File: src/rtl/softmax_sum_ctrl_pkg.sv
// Shared constants and FSM encoding for the softmax row-sum controller.
package softmax_sum_ctrl_pkg;

    localparam int DEF_NUM_LANES  = 4;
    localparam int DEF_DATA_WIDTH = 16;
    localparam int DEF_LEN_WIDTH  = 8;

    typedef logic [1:0] state_t;

    localparam state_t ST_IDLE  = 2'd0;
    localparam state_t ST_ACCUM = 2'd1;
    localparam state_t ST_DONE  = 2'd2;

endpackage

File: src/rtl/softmax_sum_ctrl_sum.sv
// Combinational adder tree: sums NUM_INPUTS packed lanes modulo 2^DATA_WIDTH.
module softmax_sum_ctrl_sum
    import softmax_sum_ctrl_pkg::*;
#(
    parameter int NUM_INPUTS = DEF_NUM_LANES,
    parameter int DATA_WIDTH = DEF_DATA_WIDTH
) (
    input  logic [NUM_INPUTS*DATA_WIDTH-1:0] in_data,
    output logic [DATA_WIDTH-1:0]            sum
);

    // Pairwise reduction, halving the active width each level.
    always_comb begin
        logic [DATA_WIDTH-1:0] level [NUM_INPUTS];
        for (int i = 0; i < NUM_INPUTS; i++) begin
            level[i] = in_data[i*DATA_WIDTH +: DATA_WIDTH];
        end
        for (int w = NUM_INPUTS / 2; w >= 1; w = w / 2) begin
            for (int i = 0; i < w; i++) begin
                level[i] = level[2*i] + level[2*i+1];
            end
        end
        sum = level[0];
    end

endmodule

File: src/rtl/softmax_sum_ctrl.sv
// Accumulates a row of multi-lane beats into one sum and hands it to a consumer.
module softmax_sum_ctrl
    import softmax_sum_ctrl_pkg::*;
#(
    parameter int NUM_LANES  = DEF_NUM_LANES,
    parameter int DATA_WIDTH = DEF_DATA_WIDTH,
    parameter int LEN_WIDTH  = DEF_LEN_WIDTH
) (
    input  logic                            clk,
    input  logic                            rst_n,
    input  logic                            start,
    input  logic [LEN_WIDTH-1:0]            cfg_len,
    input  logic                            soft_clr,
    input  logic                            in_valid,
    input  logic [NUM_LANES*DATA_WIDTH-1:0] in_data,
    output logic                            in_ready,
    output logic                            out_valid,
    output logic [DATA_WIDTH-1:0]           out_sum,
    input  logic                            out_ready,
    output logic                            busy,
    output logic                            err_zero_len
);

    state_t                state;
    logic [DATA_WIDTH-1:0] acc;
    logic [LEN_WIDTH-1:0]  cnt;
    logic [LEN_WIDTH-1:0]  len_q;
    logic [DATA_WIDTH-1:0] lane_sum;
    logic [DATA_WIDTH-1:0] acc_next;
    logic                  row_start;
    logic                  beat_fire;
    logic                  last_beat;

    softmax_sum_ctrl_sum #(
        .NUM_INPUTS (NUM_LANES),
        .DATA_WIDTH (DATA_WIDTH)
    ) u_sum (
        .in_data (in_data),
        .sum     (lane_sum)
    );

    // Handshake outputs decode straight from state so reset clears them at once.
    assign in_ready  = (state == ST_ACCUM);
    assign out_valid = (state == ST_DONE);
    assign busy      = (state != ST_IDLE);

    assign row_start = (state == ST_IDLE) && start && (cfg_len != '0);
    assign beat_fire = in_ready && in_valid;
    assign last_beat = (cnt == len_q - LEN_WIDTH'(1));
    assign acc_next  = acc + lane_sum;

    always_ff @(posedge clk or negedge rst_n) begin
        if (!rst_n) begin
            state <= ST_IDLE;
        end else if (soft_clr) begin
            state <= ST_IDLE;
        end else begin
            case (state)
                ST_IDLE:  if (row_start) state <= ST_ACCUM;
                ST_ACCUM: if (beat_fire && last_beat) state <= ST_DONE;
                ST_DONE:  if (out_ready) state <= ST_IDLE;
                default:  state <= ST_IDLE;
            endcase
        end
    end

    always_ff @(posedge clk or negedge rst_n) begin
        if (!rst_n) begin
            acc   <= '0;
            cnt   <= '0;
            len_q <= '0;
        end else if (soft_clr) begin
            acc   <= '0;
            cnt   <= '0;
            len_q <= '0;
        end else if (row_start) begin
            acc   <= '0;
            cnt   <= '0;
            len_q <= cfg_len;
        end else if (beat_fire) begin
            acc   <= acc_next;
            cnt   <= cnt + 1'b1;
        end
    end

    // The final beat's contribution is folded in here rather than waiting on acc.
    always_ff @(posedge clk or negedge rst_n) begin
        if (!rst_n) begin
            out_sum <= '0;
        end else if (soft_clr) begin
            out_sum <= '0;
        end else if (beat_fire && last_beat) begin
            out_sum <= acc_next;
        end
    end

    always_ff @(posedge clk or negedge rst_n) begin
        if (!rst_n) begin
            err_zero_len <= 1'b0;
        end else begin
            err_zero_len <= !soft_clr && (state == ST_IDLE) && start && (cfg_len == '0);
        end
    end

endmodule

File: config.mk
export PLATFORM = sky130hd
export DESIGN_NAME = softmax_sum_ctrl
export DESIGN_NICKNAME = d
export VERILOG_FILES = /design/src/rtl/softmax_sum_ctrl_pkg.sv /design/src/rtl/softmax_sum_ctrl_sum.sv /design/src/rtl/softmax_sum_ctrl.sv
export SDC_FILE = /design/constraint.sdc
export NUM_CORES = 1
export LEC_CHECK = 0
export ABC_AREA = 1
export ABC_CLOCK_PERIOD_IN_PS = 2800
export BUFFER_PORTS_ARGS = -buffer_cell sky130_fd_sc_hd__buf_2
export CAP_MARGIN = 30
export CORE_ASPECT_RATIO = 1.5
export CORE_UTILIZATION = 57
export CTS_CLUSTER_SIZE = 12
export DETAILED_ROUTE_END_ITERATION = 6
export PLACE_DENSITY = 0.81
export SLEW_MARGIN = 20
export SYNTH_ARGS = -nofsm -noshare
export SYNTH_HDL_FRONTEND = slang
export SYNTH_SLANG_ARGS = --single-unit
File: constraint.sdc
create_clock -name clk -period 2.8 [get_ports clk]
set_input_delay 0.28 -clock clk [delete_from_list [all_inputs] [get_ports clk]]
set_output_delay 0.28 -clock clk [all_outputs]
set_load 0.005 [all_outputs]
# Word level (Yosys, flattened, before mapping)
# Index checks and enable logic that the tools add are counted.
# classes
n_addsub,6
muxes,15
n_reduce_logical,16
eq_ne,6
# ops
op,count
$mux 16,5
$add 16x16->16,4
$mux 8,5
$add 8x1->8 const B,1
$eq 8x8->1,1
$logic_not 8->1,1
$mux 2,4
$reduce_bool 8->1,1
$sub 8x1->8 const B,1
$logic_and 1x1->1,7
$ne 3x2->1 const B,2
$pmux 2 s3,1
$reduce_bool 2->1,3
$ne 3x3->1 const B,1
$reduce_and 3->1,1
$reduce_bool 3->1,1
$eq 2x1->1 const B,1
$eq 2x2->1 const B,1
$logic_not 2->1,1
$logic_not 1->1,1
# word_totals
output_inout_bits,20
ff_bits,51

# Longest topological paths before layout
# Gate-level depths: netlist of run 1.
# depth
ltp_word,6
mapped_depth,20

# By module
# A second synthesis of run 1 with hierarchy kept.
# unflattened
cells_unflattened,811
area_unflattened_um2,5355.1
# modules_own_cells
module,area_per_inst_um2,cells_each,n_inst,seq_area_each_um2
softmax_sum_ctrl,3479.6,505,1,1276.2
softmax_sum_ctrl_sum,1875.5,306,1,0.0

# Worst setup path before layout of run 1
# Ideal clock, no wire load.
# synth_timing
path_kind,in2reg
start,input port in_data[1]
end,register acc[9]
arrival_ns,3.095
path_stages,14
n_path_buf,0
setup_ns,0.131
slack_ns,-0.426
t_required_ns,2.669
cell_sequence,inv_1 -> fa_1 -> fa_1 -> fa_1 -> inv_1 -> ha_1 -> fa_1 -> nand3_1 -> nand3_1 -> nand2_1 -> nand2_1 -> xor2_1 -> nand2_1 -> o21ai_0
# synth_between
elab_chain_cells,6
# synth_rtl
item,line,rtl
start: declaration,softmax_sum_ctrl.sv:15,"input logic [NUM_LANES*DATA_WIDTH-1:0] in_data,"
$add 16x16->16 (2 in series),softmax_sum_ctrl_sum.sv:20,level[i] = level[2*i] + level[2*i+1];
$add 16x16->16,softmax_sum_ctrl.sv:50,assign acc_next = acc + lane_sum;
$mux 16,softmax_sum_ctrl.sv:80,end else if (beat_fire) begin
$mux 16,softmax_sum_ctrl.sv:76,end else if (row_start) begin
$mux 16,softmax_sum_ctrl.sv:72,end else if (soft_clr) begin
end signal: assignment,softmax_sum_ctrl.sv:81,acc <= acc_next;
end: declaration,softmax_sum_ctrl.sv:25,logic [DATA_WIDTH-1:0] acc;
# No other way between the ends. The select of a mux whose other input is x is not followed.
# A chain may end at the register's enable or synchronous reset.

# Worst setup path in the final report of run 1
# layout_timing
start,input port in_data[20]
end,register out_sum[8]
# layout_between
elab_chain_cells,5
# layout_rtl
item,line,rtl
$add 16x16->16 (2 in series),softmax_sum_ctrl_sum.sv:20,
$add 16x16->16,softmax_sum_ctrl.sv:50,
$mux 16,softmax_sum_ctrl.sv:92,end else if (beat_fire && last_beat) begin
$mux 16,softmax_sum_ctrl.sv:90,end else if (soft_clr) begin
end signal: assignment,softmax_sum_ctrl.sv:93,out_sum <= acc_next;
end: declaration,softmax_sum_ctrl.sv:18,"output logic [DATA_WIDTH-1:0] out_sum,"
# No other way between the ends. The select of a mux whose other input is x is not followed.

==> flow_summary_export.csv, run 1 <==
group,metric,value,unit
detailed_routing,num_vias,4836,
detailed_routing,viasPerCell,5.36,
clocking,clock_sinks,51,
worst_setup_path,crit_type,"in -> reg",
grt,overflow,0,
grt,gr-usage-met3,1.98,%
detailed_routing,dr.first_iter.drc_count,307,
die,io_pins,98,
sta,worstMarginPinSlew,0.771,ns
clocking,clock_latency,0.29,ns
final_layout,antennaDiodeCount,0,
job,cap_violations,0,
yosys,synth_area_leaders,"dfrtp_1, fa_1, inv_1",
yosys,yosys_warnings,0,
die,die_y,115,um
detailed_routing,wl_per_cell,14.8,um
clocking,htreeDepth,2,
final_layout,fill_cells,525,
yosys,synth.distinct_cells,30,
place,port_buffers,97,
clocking,clkTransAtPathRegs,0.07,ns
die,initial_core_util,59.6,%
outcome,run_status,"finished with violations",
detailed_routing,drcViolationCount,0,
sta,layout_setup_ws,-0.311,ns
yosys,syn_nets,809,
detailed_routing,final_antenna_net_count,0,
final_layout,drive_gt1_share,34.4,%
yosys,asyncSetResetFlopFracSynth,100,%
die,design.core.area,8160,um^2
final_layout,regArea,1280,um^2
yosys,yosys.cell_count.top_type,"inv_1",
final_layout,post-route-cell-area,6600,um^2
grt,grt.total_usage,28.5,%
sta,fmax,321,MHz
clocking,numCtsBuffers,5,
grt,busiest_layer,"met2",
worst_setup_path,crit_required,3.03,ns
place,finalWeightedCongestion,0.907,
detailed_routing,totalWireLength,13400,um
yosys,synth_seq_cells,51,
final_layout,area_growth,35.7,%
sta,rsz0062_at_grt,"true",
final_layout,fin_nets,936,
sta,setup-violations-final,26,
sta,final.period_utilization,111,%
yosys,synth.cell_area,4860,um^2
yosys,synth_edf_count,0,
grt,use_met2,54.7,%
worst_setup_path,end_kind,"flip-flop",
clocking,cts_tree,"yes",
die,fp.dieW,77.4,um
yosys,synth_top_area_cell,"dfrtp_1",
detailed_routing,firstDrtPassIters,5,
sta,fin_crit,3.11,ns
worst_setup_path,start_kind,"input port",
sta,finalHoldViolCount,0,
power,leakagePower,3.72,nW
sta,slew_headroom,48.6,%
grt,first_global_vias,4664,
yosys,avgSynthCellArea,7.27,um^2
clocking,clockBufferDepth,2,
die,die_area,8910,um^2
power,power_density,819,nW/um^2
yosys,synth.top_cell.area_share,26.2,%
worst_setup_path,worstPathMaxFanout,5,
grt,grt_max_degree,33,
yosys,synth_common_cells,"inv_1, nand2_1, nand3_1",
yosys,yosysSeqAreaShare,26.2,%
sta,maxSlewViolCount,0,
worst_setup_path,arrival,3.34,ns
yosys,synth_ff_type,"dfrtp_1",
grt,antenna_found_initial,0,
outcome,violations,"setup timing",
final_layout,multi_input_area,3390,um^2
grt,use_met1,32.8,%
clocking,cts_root_buf,"clkbuf_16",
place,place_area,5840,um^2
yosys,synthCells,669,
sta,skew,0.00673,ns
grt,grt_pass1_wl,20300,um
die,num_rows,40,
power,peakVddDrop,0.697,mV
place,dp_hpwl,9200,um
sta,whs,0.0578,ns
hold_path,min-delay-path-class,"in -> async",
## layer usage
| layer | wire length (um) | vias to the layer above |
|---|---|---|
| met5 | 0 | - |
| met4 | 677 | 0 |
| met3 | 634 | 55 |
| met2 | 7420 | 219 |
| met1 | 4630 | 2329 |
| li1 | - | 2233 |
## metrics by stage
| step | util, % | setup WS, ns | power, mW | cells | TNS (ns) |
|---|---|---|---|---|---|
| floorplan | - | -0.206 | 2.78 | 669 | -3.73 |
| global placement | 71.6 | -0.595 | 3.48 | 879 | -12.11 |
| detailed placement | 71.6 | -0.599 | 3.53 | 879 | -13.19 |
| CTS | 76.4 | -0.216 | 4.59 | 891 | -3.35 |
| global route | 80.9 | -0.446 | 5.71 | 902 | -9.13 |
| finish | 80.9 | -0.311 | 5.40 | 902 | -6.49 |
## worst max-delay path: stages
cell and delay [ns]:
buf_2 0.08, inv_1 0.05, fa_1 0.51, inv_1 0.06
fa_1 0.51, inv_1 0.07, fa_1 0.51, inv_2 0.05
ha_4 0.32, nand2_4 0.09, nor2_4 0.11, nand2_1 0.07
nand2_1 0.09, xor2_1 0.20, buf_4 0.16, nand3_1 0.07
nand2_1 0.09
## worst paths after layout
kind / start / endpoint / slack, ns / cells after the start
worst max register to register: acc[1] / acc[9] / 0.39 / 12
worst min-delay path: rst_n / acc[1] / 0.06 / 1
worst min register to register: out_sum[15] / out_sum[15] / 0.51 / 2
min in group clk: start / err_zero_len / 0.25 / 3
max in group asynchronous: rst_n / cnt[1] / 2.07 / 2
worst max-delay path: in_data[20] / out_sum[8] / -0.31 / 17
## timing repair
action	4_1_cts	5_1_grt
buffers inserted	4	11
setup endpoints to repair	26	26
resized for setup	68	75
hold buffers	0	0
pin swaps	36	59
## kinds of logic after synthesis
kind of cell	synth area share, %
and+or+nand+nor	25.0
AOI/OAI and AO/OA	5.25
adders and majority gates	22.7
xor gates and xnor gates	3.78
buffers and inverters	17.0
DFF	26.2
## state kept, by name, summed over array words and instances (netlist names)
signal and flops:
cnt 8, out_sum 16, len_q 8, acc 16, state 2, err_zero_len 1
## cell type report
cell class / count / area share (%)
clock inverters: 2 / 0.246
multi-input cells: 403 / 51.4
inverters: 206 / 12.3
clock buffers: 6 / 1.95
well taps: 105 / 1.99
repair buffers: 129 / 12.8
flip-flops and latches: 51 / 19.3
## where the power goes
part           internal [mW]  switching [mW]
clock                  0.336           0.287
combinational           1.72            2.26
sequential             0.776          0.0228
total                   2.84            2.57
## placed cells by master, fill, tap and decap left out, types with 11 or more instances in the layout
master | synthesis | final
buf_2 | 1 | 87
buf_4 | 1 | 22
buf_6 | 2 | 15
dfrtp_1 | 51 | 51
fa_1 | 44 | 43
ha_4 | 0 | 13
inv_1 | 203 | 166
inv_2 | 3 | 34
nand2_1 | 142 | 112
nand2_2 | 4 | 22
nand2_4 | 0 | 12
nand3_1 | 64 | 49
nand3_2 | 4 | 13
nor2_1 | 37 | 29
o21ai_0 | 26 | 13
xor2_1 | 16 | 11
(Power assumes the default switching activity.)
==> run 2, diff against run 1 <==
--- a/config.mk
+++ b/config.mk
@@ -7,13 +7,14 @@
 export LEC_CHECK = 0
 export ABC_AREA = 1
 export ABC_CLOCK_PERIOD_IN_PS = 2800
-export BUFFER_PORTS_ARGS = -buffer_cell sky130_fd_sc_hd__buf_2
+export BUFFER_PORTS_ARGS = -buffer_cell sky130_fd_sc_hd__clkbuf_2
 export CAP_MARGIN = 30
 export CORE_ASPECT_RATIO = 1.5
 export CORE_UTILIZATION = 57
 export CTS_CLUSTER_SIZE = 12
 export DETAILED_ROUTE_END_ITERATION = 6
 export PLACE_DENSITY = 0.81
+export REMOVE_ABC_BUFFERS = 1
 export SLEW_MARGIN = 20
 export SYNTH_ARGS = -nofsm -noshare
 export SYNTH_HDL_FRONTEND = slang
==> run 2 against run 1 <==
Against the previous run: the flow finishes with violations (hold timing, setup timing); via count is 6.8% higher; fmax is 5.0% lower; global-route usage is 2.4 points higher; first-iteration DRC count is 52% higher; critical path depth stayed put; setup slack worse by 0.16 ns; power is 11% higher; combinational power is 12% higher; clock skew is 0.0079 ns higher; critical path type unchanged.
==> flow_summary_export.csv, run 2 (synthesis results as in run 1) <==
group,metric,value,unit
hold_path,min-delay-path-class,"in -> async",
detailed_routing,viasPerCell,5.69,
place,place_area,5620,um^2
sta,setup-violations-final,26,
sta,skew,0.0146,ns
power,seqPwrFrac,13.3,%
sta,finalHoldViolCount,6,
sta,whs,-0.0107,ns
place,port_buffers,97,
grt,grt_max_degree,22,
place,finalWeightedCongestion,0.918,
final_layout,area_growth,38.7,%
grt,grt.total_usage,30.9,%
final_layout,reg.largest.list,"acc (16), out_sum (16)",
final_layout,layout_commonest_cell,"inv_1",
power,p_comb_share,74.4,%
sta,fin_crit,3.27,ns
clocking,cts_root_buf,"clkbuf_16",
outcome,run_status,"finished with violations",
power,peakVddDrop,0.633,mV
final_layout,fin_nets,941,
clocking,htreeDepth,2,
worst_setup_path,start_kind,"input port",
sta,worstMarginPinSlew,0.667,ns
worst_setup_path,crit_required,3.01,ns
job,cap_violations,0,
power,internal-power,3.04,mW
power,swShare,49.3,%
sta,maxSlewViolCount,0,
detailed_routing,num_vias,5164,
worst_setup_path,worstPathMaxFanout,4,
sta,slew_headroom,55.6,%
final_layout,antennaDiodeCount,0,
final_layout,post-route-cell-area,6750,um^2
worst_setup_path,cp_num_buf_inv,6,
worst_setup_path,end_kind,"flip-flop",
clocking,clockBufferDepth,2,
die,design.core.area,8160,um^2
sta,fmax,305,MHz
worst_setup_path,crit_type,"in -> reg",
worst_setup_path,path_cells,"clkbuf_2, inv_1, fa_1, inv_2, fa_1, inv_1, fa_1, inv_2, ha_4, nand2_2, nand2_2, buf_6, nor2_2, nand2_2, xor2_2, nand2_1, o21ai_1",
final_layout,final_core_util,82.7,%
die,fp.dieW,77.4,um
die,num_rows,40,
sta,layout_setup_ws,-0.475,ns
worst_setup_path,crit_slowest_cell,"fa_1",
die,die_area,8910,um^2
final_layout,mostFrequentLayoutCells,"inv_1, nand2_1, clkbuf_2",
detailed_routing,firstDrtPassIters,6,
detailed_routing,drcViolationCount,0,
place,post-place-cells,885,
sta,rsz0062_at_grt,"true",
clocking,clkTransAtPathRegs,0.08,ns
clocking,clock_sinks,51,
final_layout,fin_cells,907,
final_layout,drive_gt1_share,36.9,%
clocking,numCtsBuffers,5,
clocking,clock_latency,0.30,ns
worst_setup_path,max_stage_delay,0.56,ns
grt,overflow,0,
die,io_pins,98,
power,clkPwrFrac,12.3,%
outcome,violations,"hold timing, setup timing",
die,die_y,115,um
sta,final.period_utilization,117,%
power,switchingPower,2.95,mW
place,dp_slack,-0.776,ns
clocking,cts_tree,"yes",
grt,antenna_found_initial,0,
detailed_routing,wl_per_cell,18.2,um
power,power_density,889,nW/um^2
detailed_routing,dr.first_iter.drc_count,466,
place,dp_hpwl,8830,um
worst_setup_path,cpLargestDelayFamily,"adder cells",
die,initial_core_util,59.6,%
detailed_routing,totalWireLength,16500,um
power,leakagePower,3.78,nW
worst_setup_path,arrival,3.48,ns
grt,grt_pass1_wl,21800,um
detailed_routing,final_antenna_net_count,0,
grt,first_global_vias,4955,
[run 2: changes by cell type in the layout (fill, tap and decap cells not counted), moves of 4 or more]
cell,change
o21ai_1,-4
clkbuf_2,+87
nand2_2,+6
buf_2,-87
nor2_2,+5
nor2_1,-6
nand3_2,+4
buf_4,+4
inv_1,+5
inv_8,-4
nand3_1,-5
nand2_1,-7
[run 2: repair_timing]
| item | CTS | global route |
|---|---|---|
| resized for setup | 118 | 93 |
| setup buffers | 10 | 4 |
| pin swaps | 65 | 26 |
| setup endpoints to repair | 26 | 26 |
| hold buffers | 0 | 0 |
[run 2: path summary, 6_finish.rpt]
| kind | from | cells after the start | slack, ns | endpoint |
|---|---|---|---|---|
| max | in_data[7] | 17 | -0.47 | acc[8] |
| min | rst_n | 1 | -0.01 | acc[6] |
| max reg2reg | acc[1] | 14 | 0.21 | out_sum[15] |
| min reg2reg | out_sum[10] | 2 | 0.51 | out_sum[10] |
| max in group asynchronous | rst_n | 2 | 2.14 | cnt[1] |
| min in group clk | out_ready | 4 | 0.23 | state[1] |
[run 2: area by class of cell]
| cell class | instances | area [um^2] |
|---|---|---|
| multi-input cells | 403 | 3490 |
| fillers | 481 | 1410 |
| flip-flops and latches | 51 | 1280 |
| repair buffers | 134 | 900 |
| inverters | 206 | 783 |
| well taps | 105 | 131 |
| clock buffers | 5 | 125 |
| clock inverters | 3 | 43.8 |
[run 2: power groups by stage]
stage | combinational (mW) | sequential (mW) | clock (mW)
detailed placement | 2.29 | 0.810 | 0
global route | 4.66 | 0.801 | 0.754
CTS | 3.32 | 0.795 | 0.714
finish | 4.46 | 0.800 | 0.736
floorplan | 1.52 | 0.805 | 0
global placement | 2.24 | 0.808 | 0
[run 2: metal layers]
metal  track usage (%)  vias up  routed length, um
met2              58.4      327               8530
met4              15.0        0               1390
li1                  -     2236                  -
met5                 0        -                  0
met3              3.17      130               1100
met1              34.2     2471               5480
[run 2: through the flow]
step	power, mW	TNS [ns]
2_1_floorplan	2.32	-8.20
3_3_place_gp	3.05	-15.83
3_5_place_dp	3.09	-16.98
4_1_cts	4.83	-3.43
5_1_grt	6.21	-10.01
6_report	6.00	-8.19
